===== config.mk =====
export PLATFORM = sky130hd
export DESIGN_NAME = ising_seq_ctrl
export DESIGN_NICKNAME = d
export VERILOG_FILES = /design/src/rtl/ising_ctrl_pkg.sv /design/src/rtl/ising_row_writer.sv /design/src/rtl/ising_seq_ctrl.sv
export SDC_FILE = /design/constraint.sdc
export NUM_CORES = 1
export LEC_CHECK = 0
export ABC_AREA = 1
export CAP_MARGIN = 40
export CORE_UTILIZATION = 48
export CTS_CLUSTER_DIAMETER = 200
export CTS_CLUSTER_SIZE = 40
export DETAILED_ROUTE_END_ITERATION = 6
export PLACE_DENSITY = 0.85
export SLEW_MARGIN = 20
export SYNTH_ARGS = -nofsm -noshare
export SYNTH_HDL_FRONTEND = slang
export SYNTH_SLANG_ARGS = --single-unit

===== constraint.sdc =====
create_clock -name aclk -period 3.6 [get_ports aclk]
set_input_delay 0.36 -clock aclk [delete_from_list [all_inputs] [get_ports aclk]]
set_output_delay 0.36 -clock aclk [all_outputs]
set_load 0.02 [all_outputs]

===== src/rtl/ising_ctrl_pkg.sv =====
// ising_ctrl_pkg: shared constants, enums and status layout for the Ising command sequencer
package ising_ctrl_pkg;
   localparam int N      = 8;
   localparam int ADDR_W = 11;
   localparam int DATA_W = 32;
   localparam int ITER_W = 16;
   localparam int WORD_W = $clog2(N);
   localparam logic [3:0] REG_WEIGHT = 4'd0;
   localparam logic [3:0] REG_NOISE  = 4'd1;
   localparam logic [3:0] REG_THRESH = 4'd2;
   localparam logic [3:0] REG_ADDR   = 4'd3;
   localparam logic [3:0] REG_START  = 4'd5;
   localparam logic [3:0] REG_CLEAR  = 4'd15;
   typedef enum logic [1:0] {SEL_WEIGHT = 2'd0, SEL_NOISE = 2'd1, SEL_THRESH = 2'd2} mem_sel_e;
   typedef enum logic [2:0] {S_IDLE = 3'd0, S_START = 3'd1, S_WAIT = 3'd2, S_DONE = 3'd3} state_e;
   localparam int ST_BUSY  = 31;
   localparam int ST_ERR   = 30;
   localparam int ST_OVF   = 29;
   localparam int ST_STATE = 26;
   localparam int ST_WCNT  = 23;
endpackage


===== src/rtl/ising_row_writer.sv =====
// ising_row_writer: row base/word counter and registered memory-write port
module ising_row_writer
   import ising_ctrl_pkg::*;
(
   input  logic              clk,
   input  logic              rst,
   input  logic              wr,
   input  mem_sel_e          sel,
   input  logic [DATA_W-1:0] data,
   input  logic              set_base,
   input  logic              clr,
   output logic              mem_we,
   output logic [1:0]        mem_sel,
   output logic [ADDR_W-1:0] mem_addr,
   output logic [WORD_W-1:0] mem_word,
   output logic [DATA_W-1:0] mem_wdata,
   output logic [WORD_W-1:0] word_cnt,
   output logic              ovf
);
   logic [ADDR_W-1:0] base;
   logic              wrap;
   assign wrap = word_cnt == WORD_W'(N - 1);
   always_ff @(posedge clk) begin
      if (rst) begin
         mem_we    <= 1'b0;
         mem_sel   <= '0;
         mem_addr  <= '0;
         mem_word  <= '0;
         mem_wdata <= '0;
         word_cnt  <= '0;
         base      <= '0;
         ovf       <= 1'b0;
      end else begin
         mem_we <= wr;
         if (wr) begin
            mem_sel   <= sel;
            mem_addr  <= base;
            mem_word  <= word_cnt;
            mem_wdata <= data;
         end
         if (set_base) base <= data[ADDR_W-1:0];
         if (clr || set_base) word_cnt <= '0;
         else if (wr) word_cnt <= wrap ? '0 : word_cnt + 1'b1;
         if (clr) ovf <= 1'b0;
         else if (wr && wrap) ovf <= 1'b1;
      end
   end
endmodule


===== src/rtl/ising_seq_ctrl.sv =====
// ising_seq_ctrl: register decode and run FSM driving the 8x8 Ising core
module ising_seq_ctrl
   import ising_ctrl_pkg::*;
(
   input  logic              aclk,
   input  logic              areset,
   input  logic              reg_wr_en,
   input  logic [3:0]        reg_wr_idx,
   input  logic [DATA_W-1:0] reg_wr_data,
   output logic              mem_we,
   output logic [1:0]        mem_sel,
   output logic [ADDR_W-1:0] mem_addr,
   output logic [WORD_W-1:0] mem_word,
   output logic [DATA_W-1:0] mem_wdata,
   output logic              core_clear,
   output logic              core_start,
   input  logic              core_done,
   output logic              done_irq,
   output logic [DATA_W-1:0] status
);
   state_e            state, state_nx;
   logic [ITER_W-1:0] iter_rem;
   logic [WORD_W-1:0] word_cnt;
   logic              err, ovf, idle, is_data, is_cmd, clr_hit, wr, set_base, go, drop, done_hit;
   always_comb begin
      idle     = state == S_IDLE;
      is_data  = reg_wr_idx <= REG_THRESH;
      is_cmd   = is_data || reg_wr_idx == REG_ADDR || reg_wr_idx == REG_START;
      clr_hit  = reg_wr_en && reg_wr_idx == REG_CLEAR;
      wr       = reg_wr_en && idle && is_data;
      set_base = reg_wr_en && idle && reg_wr_idx == REG_ADDR;
      go       = reg_wr_en && idle && reg_wr_idx == REG_START;
      drop     = reg_wr_en && !idle && is_cmd;
      done_hit = state == S_WAIT && core_done && !clr_hit;
      state_nx = clr_hit ? S_IDLE :
                 state == S_IDLE  ? (go ? S_START : S_IDLE) :
                 state == S_START ? S_WAIT :
                 state == S_WAIT  ? (core_done ? (iter_rem == ITER_W'(1) ? S_DONE : S_START) : S_WAIT) :
                 S_IDLE;
   end
   always_ff @(posedge aclk) begin
      if (areset) begin
         state      <= S_IDLE;
         iter_rem   <= '0;
         err        <= 1'b0;
         core_clear <= 1'b0;
      end else begin
         state      <= state_nx;
         core_clear <= clr_hit;
         err        <= clr_hit ? 1'b0 : drop ? 1'b1 : err;
         if (go) iter_rem <= reg_wr_data[ITER_W-1:0] == '0 ? ITER_W'(1) : reg_wr_data[ITER_W-1:0];
         else if (done_hit) iter_rem <= iter_rem - 1'b1;
      end
   end
   assign core_start = state == S_START;
   assign done_irq   = state == S_DONE;
   // Built only from flops, so it always shows state as of the last edge.
   always_comb begin
      status                   = '0;
      status[ST_BUSY]          = !idle;
      status[ST_ERR]           = err;
      status[ST_OVF]           = ovf;
      status[ST_STATE +: 3]    = state;
      status[ST_WCNT +: WORD_W] = word_cnt;
      status[ITER_W-1:0]       = iter_rem;
   end
   ising_row_writer u_row (
      .clk      (aclk),
      .rst      (areset),
      .wr       (wr),
      .sel      (mem_sel_e'(reg_wr_idx[1:0])),
      .data     (reg_wr_data),
      .set_base (set_base),
      .clr      (clr_hit),
      .mem_we   (mem_we),
      .mem_sel  (mem_sel),
      .mem_addr (mem_addr),
      .mem_word (mem_word),
      .mem_wdata(mem_wdata),
      .word_cnt (word_cnt),
      .ovf      (ovf)
   );
endmodule


==> results.ini, run 1 <==
[synth]
yosys.area.top_type=dfxtp_1
ys_types=34
synth_enable_flop_cells=0
netlist.area_leader.share=0.446
yosysWarnings=0
synth_ff_type=dfxtp_1
syn_area_um2=3770
syn_area_per_cell_um2=7.05
async_flop_share=0
synth.ff_latch_count=84
synth.area.top_cells=dfxtp_1, nor2_1, o21ai_0
seq_area_frac_synth=0.446
synth_cells=534

[routing]
drc=0
post_drt_via_cell_ratio=5.22
wl_per_cell_um=13.7
dr.pass1.iters=5
wl_um=10200
initialDrtViolationCount=207
vias=3870
antenna_left=0

[timing]
rsz0062_at_grt=no
fin_crit_sh=0.540
setup_viol=0
clock_skew_ps=11.4
drv_slew=0
max_freq_mhz=515
worst_pin_slew_ps=796
slew_headroom=0.468
hold_viol=0
finalCriticalPeriod_ps=1940
finalSetupTns_ps=0

[power]
powerDensity_nw_per_um2=417
p_int_w=0.00158
p_seq_frac=0.460
pwr-share-clk=0.390
power.total_w=0.00214
switching_power_w=0.000554
combPwrFrac=0.149
vdd_drop_max_mv=0.235
leakagePower_nw=2.30
switching_share=0.259

[finish]
insertedDiodeCount=0
final_common_cell=nor2_1
syn_to_final_growth_pct=36.1
final_layout_size_suffix_gt1_frac=0.0560
layout_common_cells=nor2_1, clkdlybuf4s50_1, dfxtp_1, o21ai_0, nand2_1
nets=682

[critical_path]
start_kind=flop
path_class=flop to primary output
path_max_fanout=4
crit_path_end_kind=primary output
crit_required_ps=3240
cp.arrival_ps=1580

[global_route]
first_global_vias=3628
grt_overflow=0
antenna_found_initial=0
grt_max_degree=61
grt_pass1_wl_um=16700
grt_use_total=0.253

[die]
start_util=0.509
pin_count=124
die-area_um2=8210
num_rows=31
die_h_um=90.6
core_region_area_um2=7410
die_w_um=90.6

[clock_tree]
cts_sinks=84
cts_htree_levels=3
cts_tree=built
cts.hold.buffers_added=0
clk_path_buf_depth=2
cts.reportedPaths.clkPinSlew_ps=80
cts-resized-gates=0
clock_tree.root_cell=clkbuf_8
cts_setup_buffers=0
clk_latency_ps=370
cts_buffers=9

[placed_design]
dp_hpwl_um=6980
numPortBuffers=115
place.gp.congestion=0.931

[job]
maxCapViolations=0

[min_path]
hp-class=flop to flop

[status]
outcome=finished clean

## cell type report
type / instances / area [µm²]
clock buffer: 11 / 141
clock inverter: 5 / 108
fill: 612 / 2280
inverter: 46 / 174
multi-input combinational: 378 / 1720
sequential: 84 / 1680
tap: 99 / 124
timing repair buffer: 119 / 1180
## per-stage QoR
| stage | instance area [µm²] | utilization | setup WS [ps] | std cells | hold WS, ps |
|---|---|---|---|---|---|
| floorplan | 3790 | - | 2160 | 541 | 429 |
| global placement | 4870 | 0.657 | 1470 | 725 | 446 |
| detailed placement | 4870 | 0.657 | 1380 | 725 | 466 |
| CTS | 5120 | 0.691 | 1670 | 741 | 480 |
| global route | 5130 | 0.692 | 1600 | 742 | 505 |
| finish | 5130 | 0.692 | 1660 | 742 | 478 |
## power groups by stage
stage	Sequential, W	Combinational [W]	Clock (W)
CTS	0.000983	0.000317	0.000844
finish	0.000983	0.000319	0.000834
global placement	0.00100	0.000309	0
global route	0.000988	0.000348	0.000885
floorplan	0.00104	0.000146	0
detailed placement	0.00100	0.000314	0
## cells in the mapped netlist (2+ instances only)
master	number
nor2_4	2
nand4_1	6
buf_4	16
nand2_2	3
ha_1	4
o211ai_1	3
o21ai_0	74
dfxtp_1	84
a21oi_1	22
nand3_1	25
inv_1	40
nor2_1	151
buf_6	2
clkbuf_1	6
inv_2	4
nand2_1	67
nand2_4	2
buf_2	7
## cell families (layout without fill, tap and decap cells)
family / count (synthesis) / count (layout) / synth area share
and+or+nand+nor: 259 / 259 / 0.284
AOI/OAI and AO/OA: 106 / 106 / 0.148
other: 1 / 8 / 0.000995
adders and majority gates: 4 / 4 / 0.0133
buffers and inverters: 79 / 181 / 0.105
xor gates and xnor gates: 1 / 1 / 0.00233
DFF: 84 / 84 / 0.446
## per-layer routing
metal,global-route usage,vias up,routed length (µm)
met2,0.405,190,4640
li1,-,1887,-
met5,0,-,0
met1,0.312,1779,4310
met3,0.0867,14,1020
met4,0.0968,0,180
## critical path: stages, from the launching register on
cell and delay (ps):
dfxtp_1 370, inv_2 70, nor2_1 150, clkdlybuf4s50_1 630
## registers in the layout, summed over array words and instances, names as in the netlist
signal           count
core_clear           1
u_row.mem_wdata     32
iter_rem            16
u_row.mem_addr      11
state                2
u_row.word_cnt       3
u_row.base          11
u_row.mem_word       3
u_row.ovf            1
u_row.mem_we         1
err                  1
u_row.mem_sel        2
## worst paths after layout
kind / start / cells after the start / slack, ps / endpoint
max: state[0]$_SDFF_PP0_ / 3 / 1660 / core_start
min: err$_SDFFE_PP0P_ / 2 / 480 / err$_SDFFE_PP0P_
max reg2reg: state[1]$_SDFF_PP0_ / 9 / 1880 / u_row.word_cnt[0]$_SDFFE_PP0P_
min reg2reg: err$_SDFFE_PP0P_ / 2 / 480 / err$_SDFFE_PP0P_
Note: power is estimated with default switching activity, not from simulation.
==> run 2, diff against run 1 <==
CORE_UTILIZATION = 41   (was 48)
PLACE_DENSITY = 0.78   (was 0.85)
clock period = 1.6 ns   (was 3.6 ns; I/O delays follow)
==> run 2 against run 1 <==
  * The flow now finishes with violations (design-rule violations)
  * Critical path depth down 2
  * Sequential cell count unchanged
  * Register-to-register slack worse by 1800 ps
  * Worst setup slack got worse by 1600 ps
  * Clock skew up 6.6 ps
  * Via count grew 0.10%
  * Core utilization decreased by 8.9 points
  * Total power rose by 110%
  * Sequential power is 120% higher
  * Design area up 3.6%
  * Global-route usage fell by 2.7 points
==> results.ini, run 2 (synthesis results as in run 1) <==
[status]
outcome=complete, but fails checks
violations=design-rule violations

[timing]
setup_viol=0
hold_ws_ps=392
clock_skew_ps=18.0
drv_slew=0
hold_viol=0
max_freq_mhz=644
finalCriticalPeriod_ps=1550
fin_crit_sh=0.970

[finish]
top_register=u_row.mem_wdata
fin_cells=773
top_regs=u_row.mem_wdata: 32 flops, iter_rem: 16 flops
fillers=789
final_layout_size_suffix_gt1_frac=0.0932
syn_to_final_growth_pct=40.9
layout_common_cells=nor2_1, clkdlybuf4s50_1, dfxtp_1, o21ai_0, nand2_1
final_common_cell=nor2_1
largest_register_ffs=32
nets=705
insertedDiodeCount=0

[global_route]
grt_overflow=0
grt_pass1_wl_um=17500
antenna_found_initial=0
grt_max_degree=57
first_global_vias=3606
grt_use_total=0.226

[placed_design]
place.gp.congestion=0.840
placed_cells=758
dp_hpwl_um=7730
numPortBuffers=115

[routing]
dr.pass1.iters=7
drc=18
wl_per_cell_um=13.6
post_drt_via_cell_ratio=5.01
antenna_left=0
initialDrtViolationCount=221
vias=3874
wl_um=10500

[critical_path]
path_cells=clkdlybuf4s50_1
slowest_delay_ps=640
cp.arrival_ps=1390
rrSetupSlack_ps=130
endpoint=status[0]
cp_num_buf_inv=1
rr_startpoint=iter_rem[0]$_SDFFE_PP0P_
crit_required_ps=1440
r2r_cells=10
start_kind=flop
crit_cells=1
path_max_fanout=4
crit_path_end_kind=primary output
r2r-end=iter_rem[10]$_SDFFE_PP0P_
cpLargestDelayFamily=buffers and inverters
path_class=flop to primary output
slowest_stage=clkdlybuf4s50_1
startpoint=iter_rem[0]$_SDFFE_PP0P_

[clock_tree]
cts_htree_levels=3
clock_tree.root_cell=clkbuf_8
cts_buffers=9
cts_tree=built
cts.reportedPaths.clkPinSlew_ps=80
clk_latency_ps=350
cts.hold.buffers_added=0
clk_path_buf_depth=2
cts_sinks=84

[power]
vdd_drop_max_mv=0.526
leakagePower_nw=2.61
powerDensity_nw_per_um2=835
power.total_w=0.00444

[die]
die_h_um=97.9
pin_count=124
die-area_um2=9580
num_rows=34
die_w_um=97.9
core_region_area_um2=8810
start_util=0.428

[min_path]
hp-class=input pin to flop

[job]
maxCapViolations=0

## run 2: cell types whose count changed in the layout (fill, tap and decap cells not counted), sizes merged, moves of 2 or more
| cell | before | now |
|---|---|---|
| clkdlybuf4s50 | 115 | 100 |
| dlymetal6s2s | 0 | 11 |
| bufinv | 3 | 1 |
| dlygate4sd2 | 0 | 4 |
| buf | 4 | 27 |
## run 2: worst min-delay path by stage
stage	start	to	slack, ps	cells past startpoint
CTS	reg_wr_data[19]	u_row.mem_wdata[19]$_SDFFE_PP0P_	380	3
global route	reg_wr_data[20]	u_row.mem_wdata[20]$_SDFFE_PP0P_	400	3
floorplan	areset	iter_rem[13]$_SDFFE_PP0P_	230	1
global placement	err$_SDFFE_PP0P_	err$_SDFFE_PP0P_	440	2
finish	reg_wr_data[19]	u_row.mem_wdata[19]$_SDFFE_PP0P_	390	3
detailed placement	err$_SDFFE_PP0P_	err$_SDFFE_PP0P_	460	2
## run 2: routing by layer
metal / GRT usage / wire (µm) / vias to the layer above
met4: 0.0723 / 194 / 0
met3: 0.0702 / 861 / 21
met5: 0 / 0 / -
met1: 0.293 / 4670 / 1753
met2: 0.358 / 4800 / 149
li1: - / - / 1951
## run 2: area by class of cell
type	count	area, µm²	share of cell area
well taps	108	135	0.0254
repair buffers	142	1400	0.264
multi-input cells	378	1740	0.327
clock buffers	11	131	0.0247
clock inverters	4	51.3	0.00966
flip-flops and latches	84	1680	0.317
inverters	46	174	0.0328
## run 2: power breakdown
part,total [W],internal [W],switching (W)
sequential,0.00221,0.00216,0.0000473
clock,0.00145,0.000715,0.000739
combinational,0.000769,0.000343,0.000426
total,0.00444,0.00322,0.00121
## run 2: what timing repair did
action	4_1_cts	5_1_grt
pin swaps	0	2
endpoints found under the setup margin	4	17
setup buffers	0	0
resized for setup	4	18
## run 2: metrics by stage
step / area, µm² / setup slack, ps / TNS, ps / utilization
final: 5310 / 47.5 / 0 / 0.603
after global routing: 5310 / -2.25 / -2.25 / 0.603
after CTS: 5270 / 11.2 / 0 / 0.598
after detailed placement: 5090 / -126 / -1320 / 0.578
after global placement: 5090 / -48.9 / -215 / 0.578
after floorplan: 3790 / 159 / 0 / -
